$ cat src/rtl/mem_stage.sv
`default_nettype none
// ============================================================================
// Module      : mem_stage
// Description : MEM stage of the five-stage MIPS pipeline. Registers the
//               EX->MEM bus under stall control, holds the synchronous
//               data-SRAM read word while MEM is frozen, and extracts plus
//               sign/zero-extends byte, halfword and word loads.
//
// Ports       : clk              core clock, rising edge
//               rst              asynchronous active-high reset
//               stall[5:0]       stall vector; [3] EX/MEM reg, [4] MEM/WB reg
//               ex_to_mem_bus    {readen,pc,ram_en,ram_wen,sel_rf_res,
//                                 rf_we,rf_waddr,ex_result}
//               data_sram_rdata  SRAM read word for the load now in MEM
//               mem_to_wb_bus    {pc,rf_we,rf_waddr,rf_wdata}
//               mem_to_id        {rf_we,rf_waddr,rf_wdata} bypass to ID
//               mem_ale          misaligned-load flag
//
// Options     : MEM_MISALIGN_CHECK_EN  when defined, flags misaligned lw/lh/lhu
//                                      on mem_ale and suppresses their rf_we.
//                                      When undefined, mem_ale is tied 0.
//
// Revision    : 1.0  initial release
// ============================================================================
module mem_stage #(
    parameter int EX_TO_MEM_WD = 80,
    parameter int MEM_TO_WB_WD = 70
) (
    input  logic                    clk,
    input  logic                    rst,
    input  logic [5:0]              stall,
    input  logic [EX_TO_MEM_WD-1:0] ex_to_mem_bus,
    input  logic [31:0]             data_sram_rdata,
    output logic [MEM_TO_WB_WD-1:0] mem_to_wb_bus,
    output logic [37:0]             mem_to_id,
    output logic                    mem_ale
);

    // Stall vector polarity: 1 freezes the stage.
    localparam logic c_STOP = 1'b1;

    // readen encodings
    localparam logic [3:0] c_LD_LW  = 4'b1111;
    localparam logic [3:0] c_LD_LB  = 4'b0001;
    localparam logic [3:0] c_LD_LBU = 4'b0010;
    localparam logic [3:0] c_LD_LH  = 4'b0011;
    localparam logic [3:0] c_LD_LHU = 4'b0100;

    // Read-data hold buffer states
    localparam logic [0:0] c_ST_IDLE = 1'b0;
    localparam logic [0:0] c_ST_HELD = 1'b1;

    // ------------------------------------------------------------------
    // EX/MEM pipeline register
    // ------------------------------------------------------------------
    logic [EX_TO_MEM_WD-1:0] r_ex_to_mem_bus;

    always_ff @(posedge clk or posedge rst) begin
        if (rst) begin
            r_ex_to_mem_bus <= '0;
        end else if (stall[3] == c_STOP && stall[4] != c_STOP) begin
            // EX frozen but WB advancing: inject a bubble
            r_ex_to_mem_bus <= '0;
        end else if (stall[3] != c_STOP) begin
            r_ex_to_mem_bus <= ex_to_mem_bus;
        end
    end

    logic [3:0]  w_readen;
    logic [31:0] w_pc;
    logic        w_ram_en;
    logic [3:0]  w_ram_wen;
    logic        w_sel_rf_res;
    logic        w_rf_we_raw;
    logic [4:0]  w_rf_waddr;
    logic [31:0] w_ex_result;

    assign w_readen     = r_ex_to_mem_bus[79:76];
    assign w_pc         = r_ex_to_mem_bus[75:44];
    assign w_ram_en     = r_ex_to_mem_bus[43];
    assign w_ram_wen    = r_ex_to_mem_bus[42:39];
    assign w_sel_rf_res = r_ex_to_mem_bus[38];
    assign w_rf_we_raw  = r_ex_to_mem_bus[37];
    assign w_rf_waddr   = r_ex_to_mem_bus[36:32];
    assign w_ex_result  = r_ex_to_mem_bus[31:0];

    // Store-side and unrelated stall bits are consumed elsewhere in the core.
    logic w_unused_bits;
    assign w_unused_bits = ^{w_ram_en, w_ram_wen, stall[5], stall[2:0]};

    logic w_is_load;
    always_comb begin
        w_is_load = 1'b0;
        case (w_readen)
            c_LD_LW, c_LD_LB, c_LD_LBU, c_LD_LH, c_LD_LHU: w_is_load = 1'b1;
            default:                                       w_is_load = 1'b0;
        endcase
    end

    // ------------------------------------------------------------------
    // Read-data hold buffer. The SRAM output is only guaranteed for the
    // cycle after the address was issued, so when MEM freezes with a load
    // in it the word is captured once and replayed until MEM advances.
    // ------------------------------------------------------------------
    logic [0:0]  r_state;
    logic [0:0]  w_state_next;
    logic        w_buf_load;
    logic [31:0] r_rdata_buf;

    always_ff @(posedge clk or posedge rst) begin
        if (rst) begin
            r_state <= c_ST_IDLE;
        end else begin
            r_state <= w_state_next;
        end
    end

    always_comb begin
        w_state_next = r_state;
        w_buf_load   = 1'b0;
        case (r_state)
            c_ST_IDLE: begin
                if (w_is_load && stall[4] == c_STOP) begin
                    w_state_next = c_ST_HELD;
                    w_buf_load   = 1'b1;
                end
            end
            c_ST_HELD: begin
                if (stall[4] != c_STOP) begin
                    w_state_next = c_ST_IDLE;
                end
            end
            default: w_state_next = c_ST_IDLE;
        endcase
    end

    always_ff @(posedge clk or posedge rst) begin
        if (rst) begin
            r_rdata_buf <= '0;
        end else if (w_buf_load) begin
            r_rdata_buf <= data_sram_rdata;
        end
    end

    logic [31:0] w_word;
    assign w_word = (r_state == c_ST_HELD) ? r_rdata_buf : data_sram_rdata;

    // ------------------------------------------------------------------
    // Lane extraction and extension
    // ------------------------------------------------------------------
    logic [7:0]  w_byte;
    logic [15:0] w_half;

    always_comb begin
        w_byte = w_word[7:0];
        case (w_ex_result[1:0])
            2'd0:    w_byte = w_word[7:0];
            2'd1:    w_byte = w_word[15:8];
            2'd2:    w_byte = w_word[23:16];
            default: w_byte = w_word[31:24];
        endcase
    end

    assign w_half = w_ex_result[1] ? w_word[31:16] : w_word[15:0];

    logic [31:0] w_load_val;
    always_comb begin
        w_load_val = w_ex_result;
        case (w_readen)
            c_LD_LW:  w_load_val = w_word;
            c_LD_LB:  w_load_val = {{24{w_byte[7]}}, w_byte};
            c_LD_LBU: w_load_val = {24'd0, w_byte};
            c_LD_LH:  w_load_val = {{16{w_half[15]}}, w_half};
            c_LD_LHU: w_load_val = {16'd0, w_half};
            default:  w_load_val = w_ex_result;
        endcase
    end

    logic [31:0] w_rf_wdata;
    assign w_rf_wdata = w_sel_rf_res ? w_load_val : w_ex_result;

    // ------------------------------------------------------------------
    // Misaligned-load detection
    // ------------------------------------------------------------------
    logic w_mem_ale;
`ifdef MEM_MISALIGN_CHECK_EN
    assign w_mem_ale = ((w_readen == c_LD_LW) && (w_ex_result[1:0] != 2'b00)) ||
                       (((w_readen == c_LD_LH) || (w_readen == c_LD_LHU)) &&
                        w_ex_result[0]);
`else
    assign w_mem_ale = 1'b0;
`endif

    // A faulting load must not write back or forward.
    logic w_rf_we;
    assign w_rf_we = w_rf_we_raw & ~w_mem_ale;

    // ------------------------------------------------------------------
    // Outputs
    // ------------------------------------------------------------------
    assign mem_to_wb_bus = {w_pc, w_rf_we, w_rf_waddr, w_rf_wdata};
    assign mem_to_id     = {w_rf_we, w_rf_waddr, w_rf_wdata};
    assign mem_ale       = w_mem_ale;

endmodule
`default_nettype wire

$ cat config.mk
export PLATFORM = sky130hd
export DESIGN_NAME = mem_stage
export DESIGN_NICKNAME = d
export VERILOG_FILES = /design/src/rtl/mem_stage.sv
export SDC_FILE = /design/constraint.sdc
export NUM_CORES = 1
export LEC_CHECK = 0
export ABC_CLOCK_PERIOD_IN_PS = 5300
export BUFFER_PORTS_ARGS = -buffer_cell sky130_fd_sc_hd__buf_2
export CAP_MARGIN = 20
export CORE_UTILIZATION = 50
export CTS_CLUSTER_SIZE = 28
export DETAILED_ROUTE_END_ITERATION = 10
export PLACE_DENSITY = 0.8
export SKIP_CTS_REPAIR_TIMING = 1
export SLEW_MARGIN = 40
export SYNTH_ARGS = -nofsm -noshare
export SYNTH_HDL_FRONTEND = slang
export SYNTH_SLANG_ARGS = --single-unit
$ cat constraint.sdc
create_clock -name clk -period 5.3 [get_ports clk]
set_input_delay 1.59 -clock clk [delete_from_list [all_inputs] [get_ports clk]]
set_output_delay 1.59 -clock clk [all_outputs]
set_load 0.05 [all_outputs]
## Yosys cells after proc, flatten, opt, wreduce, memory -nomap -nowiden

Cells that the tools add are included.

- Output and inout port bits: 109
- Register bits after elaboration: 113
- Bits of input ports: 120
- Logic and storage cells: 29

- Equality and inequality tests: 8
- Mux-type cells: 12
- Bitwise gates (word level): 2
- Reductions and logical operators: 4

Operator list:

| cell | count |
|---|---|
| $mux W80 | 2 |
| $pmux W32 S5 | 1 |
| $mux W32 | 2 |
| $pmux W8 S3 | 1 |
| $mux W16 | 1 |
| $eq A4 B2 Y1 const B | 2 |
| $reduce_or A5 Y1 | 1 |
| $eq A4 B1 Y1 const B | 1 |
| $eq A4 B3 Y1 const B | 1 |
| $eq A4 B4 Y1 const B | 1 |
| $mux W1 | 4 |
| $eq A2 B1 Y1 const B | 1 |
| $eq A2 B2 Y1 const B | 1 |
| $logic_and A1 B1 Y1 | 2 |
| $logic_not A2 Y1 | 1 |
| $ne A2 B1 Y1 const B | 1 |
| $not A1 Y1 | 2 |
| $pmux W1 S2 | 1 |

## Longest topological paths before layout

- Depth in word-level cells: 6
- Mapped depth: 8

## Worst setup path before layout

No wires, ideal clock.

- Path type: input port to output port
- Start point: in data_sram_rdata[15]
- End point: out mem_to_wb_bus[14]
- Stages: 6
- Path buffers: 1
- Setup slack: -0.212 ns
- Arrival: 3.922 ns
- Required time: 3.710 ns
- Path through: mux2_4 o22ai_2 nor4_4 a221oi_1 o21ai_0 buf_4

- Cells in the longest elaborated chain, start to end: 4

RTL lines:

| element | RTL line | text |
|---|---|---|
| start, declared | 33 | `input logic [31:0] data_sram_rdata,` |
| $mux W32 | 146 | `assign w_word = (r_state == c_ST_HELD) ? r_rdata_buf : data_sram_rdata;` |
| $pmux W8 S3 | 156 | `case (w_ex_result[1:0])` |
| $pmux W32 S5 | 169 | `case (w_readen)` |
| $mux W32 | 180 | `assign w_rf_wdata = w_sel_rf_res ? w_load_val : w_ex_result;` |
| end, declared | 34 | `output logic [MEM_TO_WB_WD-1:0] mem_to_wb_bus,` |

No other way between the ends.

## Worst setup path in the final report

- Start point: in data_sram_rdata[31]
- End point: out mem_to_wb_bus[16]

- Cells in the longest elaborated chain, start to end: 4

RTL lines:

| element | RTL line |
|---|---|
| $mux W32 (*) | 146 |
| $pmux W8 S3 / $mux W16 (equally long branches) | 156, 164 |
| $pmux W32 S5 (*) | 169 |
| $mux W32 (*) | 180 |

Every way passes the cells marked *; elsewhere a longest branch is shown, timed or not.

==> results summary <==
The achievable clock frequency is 202 MHz. The vias after detailed routing came out at 4,847. By area the synthesized netlist is led by dfrtp_1, buf_4, mux2_4.

In the final design database the tool counted 912 nets. The sequential share of power came out at 39.8%. The pin count of the biggest net entering global routing is 101. Combinational cells account for 33.6% of the total power. The number of warning messages in the yosys log is 0.

The final critical-path required period is 4.95 ns. The area taken by flip-flops and latches came out at 2700 um^2. The multi-input logic area came out at 2530 um^2. The critical path goes through buf_2 > mux2_2 > nor2_1 > nor4_4 > nor2_4 > a21oi_1 > buf_2. The worst hold path begins at r_ex_to_mem_bus[71]. Across the routed clock network, the largest skew measured is 0.00467 ns. The final count of pins violating max slew was 0. The leakage power of the design came out at 3.76 nW. The final routed DRC violation total came out at 0. The count of nets left with antenna violations once routing finished came out at 0. Wires add up to 14,900 um.

Across every metal layer, demand over resource in global routing totals 23.0%. The part of the cycle the worst path needs is 93.4%. The required arrival time at the worst endpoint came out at 3.71 ns.

Ranked by instance count, the synthesized netlist is headed by dfrtp_1, o21ai_0, buf_4. The detailed-placement wirelength estimate is 10,900 um. The most numerous cell on the critical path is buf_2. After clock tree synthesis, the clock-pin slew on the worst setup and hold paths is 0.07 ns. The detailed router finished its first iteration with 345 violations. The number of filler instances in the final layout is 1,107. The floorplan step defined a core boundary enclosing 12,200 um^2.

In this run the critical register-to-register path is launched from r_ex_to_mem_bus[79]. The most frequently used cell type in the post-synthesis netlist is dfrtp_1. The clock network is responsible for 26.6% of the overall power. Setup repair after global routing left no endpoint under its margin. The remaining max-slew budget at the tightest pin came out at 49.9%. The transition at the pin with the smallest max-transition slack came out at 0.748 ns. The fraction of power spent switching nets is 37.2%. The areal power density over the cells came out at 363 nW/um^2. From synthesis to final layout, the design area changed by 13.6%. The accumulated negative setup slack is 0 ns. The vias per cell is 5.02. Routability-driven placement finished with a final weighted congestion of 0.935. For this design, the slowest cell found on the critical path is nor4_4.

The effective utilization at floorplan is 52.0%. The clock buffer count from CTS came out at 9. The run finished with clean final reports. The number of synthesized register bits came out at 108. The H-tree was split into 3 levels. The top-area cell type share of the netlist area is 42.7%. The average detailed-routed wire length per instance came out at 15.4 um.

The clock net in this run drives a total of 108 sinks. The mux cell area share after synthesis is 13.4%. STA classifies the critical path endpoint as an output pin. The number of enable-type register cells in the synthesized netlist is 0.

Summing every instance area after synthesis gives 6320 um^2. The main combinational cell family by area after synthesis is buffers and inverters. The delay of the slowest cell on the worst path came out at 0.55 ns. The arithmetic-cell share of the synthesized area counting full adders, half adders and majority gates is 0%. The number of global-route vias before repair came out at 4,586. The number of antenna violations at the first check in global routing is 2. The floorplan step set the die height to 114 um. The overflow left after global routing is 0. The count of final hold-check violations was 0. Summing the areas of all compound-gate instances in the mapped netlist gives 14.3% of the synthesized area.

The global-route wire length before repair came out at 23,200 um. The first-pass iteration count of the detailed router is 8. The switching component of the power came out at 0.970 mW. The power after layout is 2.61 mW. The fraction of synthesized cell area in xor and xnor cells is 0.138%. Cells with a size suffix above 1 make up 40.9% of the layout. The netlist uses 50 different library cells.

The per-instance average area after synthesis came out at 9.29 um^2. The synthesized net count is 801. The critical path starts at data_sram_rdata[31]. The number of top-level pins is 229. TritonCTS built the clock tree. The maximum clock path buffer count is 2. Row generation in the floorplan step produced 40 rows. The clock network latency to the later pin of the worst-skew pair is 0.35 ns. On the critical path the largest part of the delay comes from simple AND/OR/NAND/NOR gates.

The largest driver fanout on the critical path is 17. The startpoint-to-endpoint class of the critical path is in -> out. The async set-or-reset flop fraction in the synthesized netlist is 100%. Summed over all instances, the cell type with the most area after synthesis is dfrtp_1. The maximum resistive drop on vdd is 0.000207 V.

The path type of the worst min-delay path is reg -> reg. The number of failing setup endpoints in the final timing report is 0. The number of I/O port buffers is 218.

The top flip-flop cell by instance count after synthesis is dfrtp_1. Max-cap violations in this run came to 0. The arrival time reported for the critical path endpoint is 3.36 ns.

The die area is 13,100 um^2. From left edge to right edge, the die measures 114 um. The buffering stage count on the worst path with inverters included is 2. The simple logic cell fraction of the synthesized area came out at 12.1%.

The portion of the post-synthesis area used by sequential elements is 42.7%. STA classifies the critical path startpoint as a primary input. The tree is rooted in a clkbuf_16. The cell-internal power came out at 1.64 mW. Synthesis produced a netlist whose cell count is 681.
==> through the flow <==
step	cell area (um^2)	instances	hold WS, ns	setup WS (ns)	utilization, %
after global placement	6870	949	0.457	0.361	56.5
after CTS	7180	965	0.483	0.338	59.0
after detailed placement	6870	949	0.466	0.342	56.5
final	7180	966	0.478	0.351	59.1
after global routing	7180	965	0.521	0.227	59.0
after floorplan	6320	681	0.451	0.114	-
==> power by group through the flow <==
| stage | clock (mW) | sequential [mW] | combinational (mW) |
|---|---|---|---|
| final | 0.694 | 1.04 | 0.876 |
| after global routing | 0.744 | 1.05 | 0.929 |
| after CTS | 0.711 | 1.04 | 0.877 |
| after detailed placement | 0 | 1.05 | 0.877 |
| after global placement | 0 | 1.04 | 0.866 |
| after floorplan | 0 | 1.01 | 0.776 |
==> worst reg2reg max path, delay by kind of cell, from the launching register on <==
kind	cells	cell delay (ns)
multiplexers	1	0.51
flip-flops	1	0.57
AND/OR/NAND/NOR	3	1.31
==> kinds of logic after synthesis <==
logic type / count (synthesis)
flops: 108
compound gates: 149
buf+inv: 200
mux: 65
other cells: 1
simple gates: 157
xor+xnor: 1
==> sequential cells by signal, indices dropped and copies added (netlist names) <==
signal	cells
r_ex_to_mem_bus	75
r_rdata_buf	32
r_state	1
==> layer usage <==
layer	share of wire (%)	vias to the layer above	GRT usage [%]	wire length, um
met5	0	-	0	0
met4	2.4	0	8.14	361
met3	6.4	24	6.41	958
met2	47	162	37.4	7040
met1	44	2236	29.4	6540
li1	-	2425	-	-
==> worst paths after layout <==
kind	to	slack, ns	depth (start not counted)
max	mem_to_wb_bus[16]	0.35	7
min in group asynchronous	r_ex_to_mem_bus[66]	1.35	2
max reg2reg	r_rdata_buf[5]	2.81	4
max in group asynchronous	r_rdata_buf[28]	3.09	3
min	r_ex_to_mem_bus[71]	0.48	2
min reg2reg	r_ex_to_mem_bus[71]	0.48	2
==> area by class of cell <==
cell class                      instances  area share [%]
Tap cell                              168            2.93
Antenna cell                            1          0.0348
Clock inverter                          7            1.15
Sequential cell                       108            37.6
Multi-Input combinational cell        373            35.2
Clock buffer                            9            3.14
Inverter                               77            4.09
Timing Repair Buffer                  223            15.8
==> cell usage in the layout (no fill, tap or decap), types with 3 or more instances in the layout <==
cell	instances
buf_2	217
nand3_1	54
mux2_2	31
nor2_1	43
a221oi_1	7
buf_4	5
inv_1	75
nand2_1	37
or2_2	3
inv_6	3
o21ai_0	77
or3b_1	3
a22oi_1	3
o21ai_1	12
clkbuf_16	9
dfrtp_1	108
a222oi_1	5
a21oi_2	10
a21oi_1	23
mux2_4	31
Power figures use the tool's default switching activity.
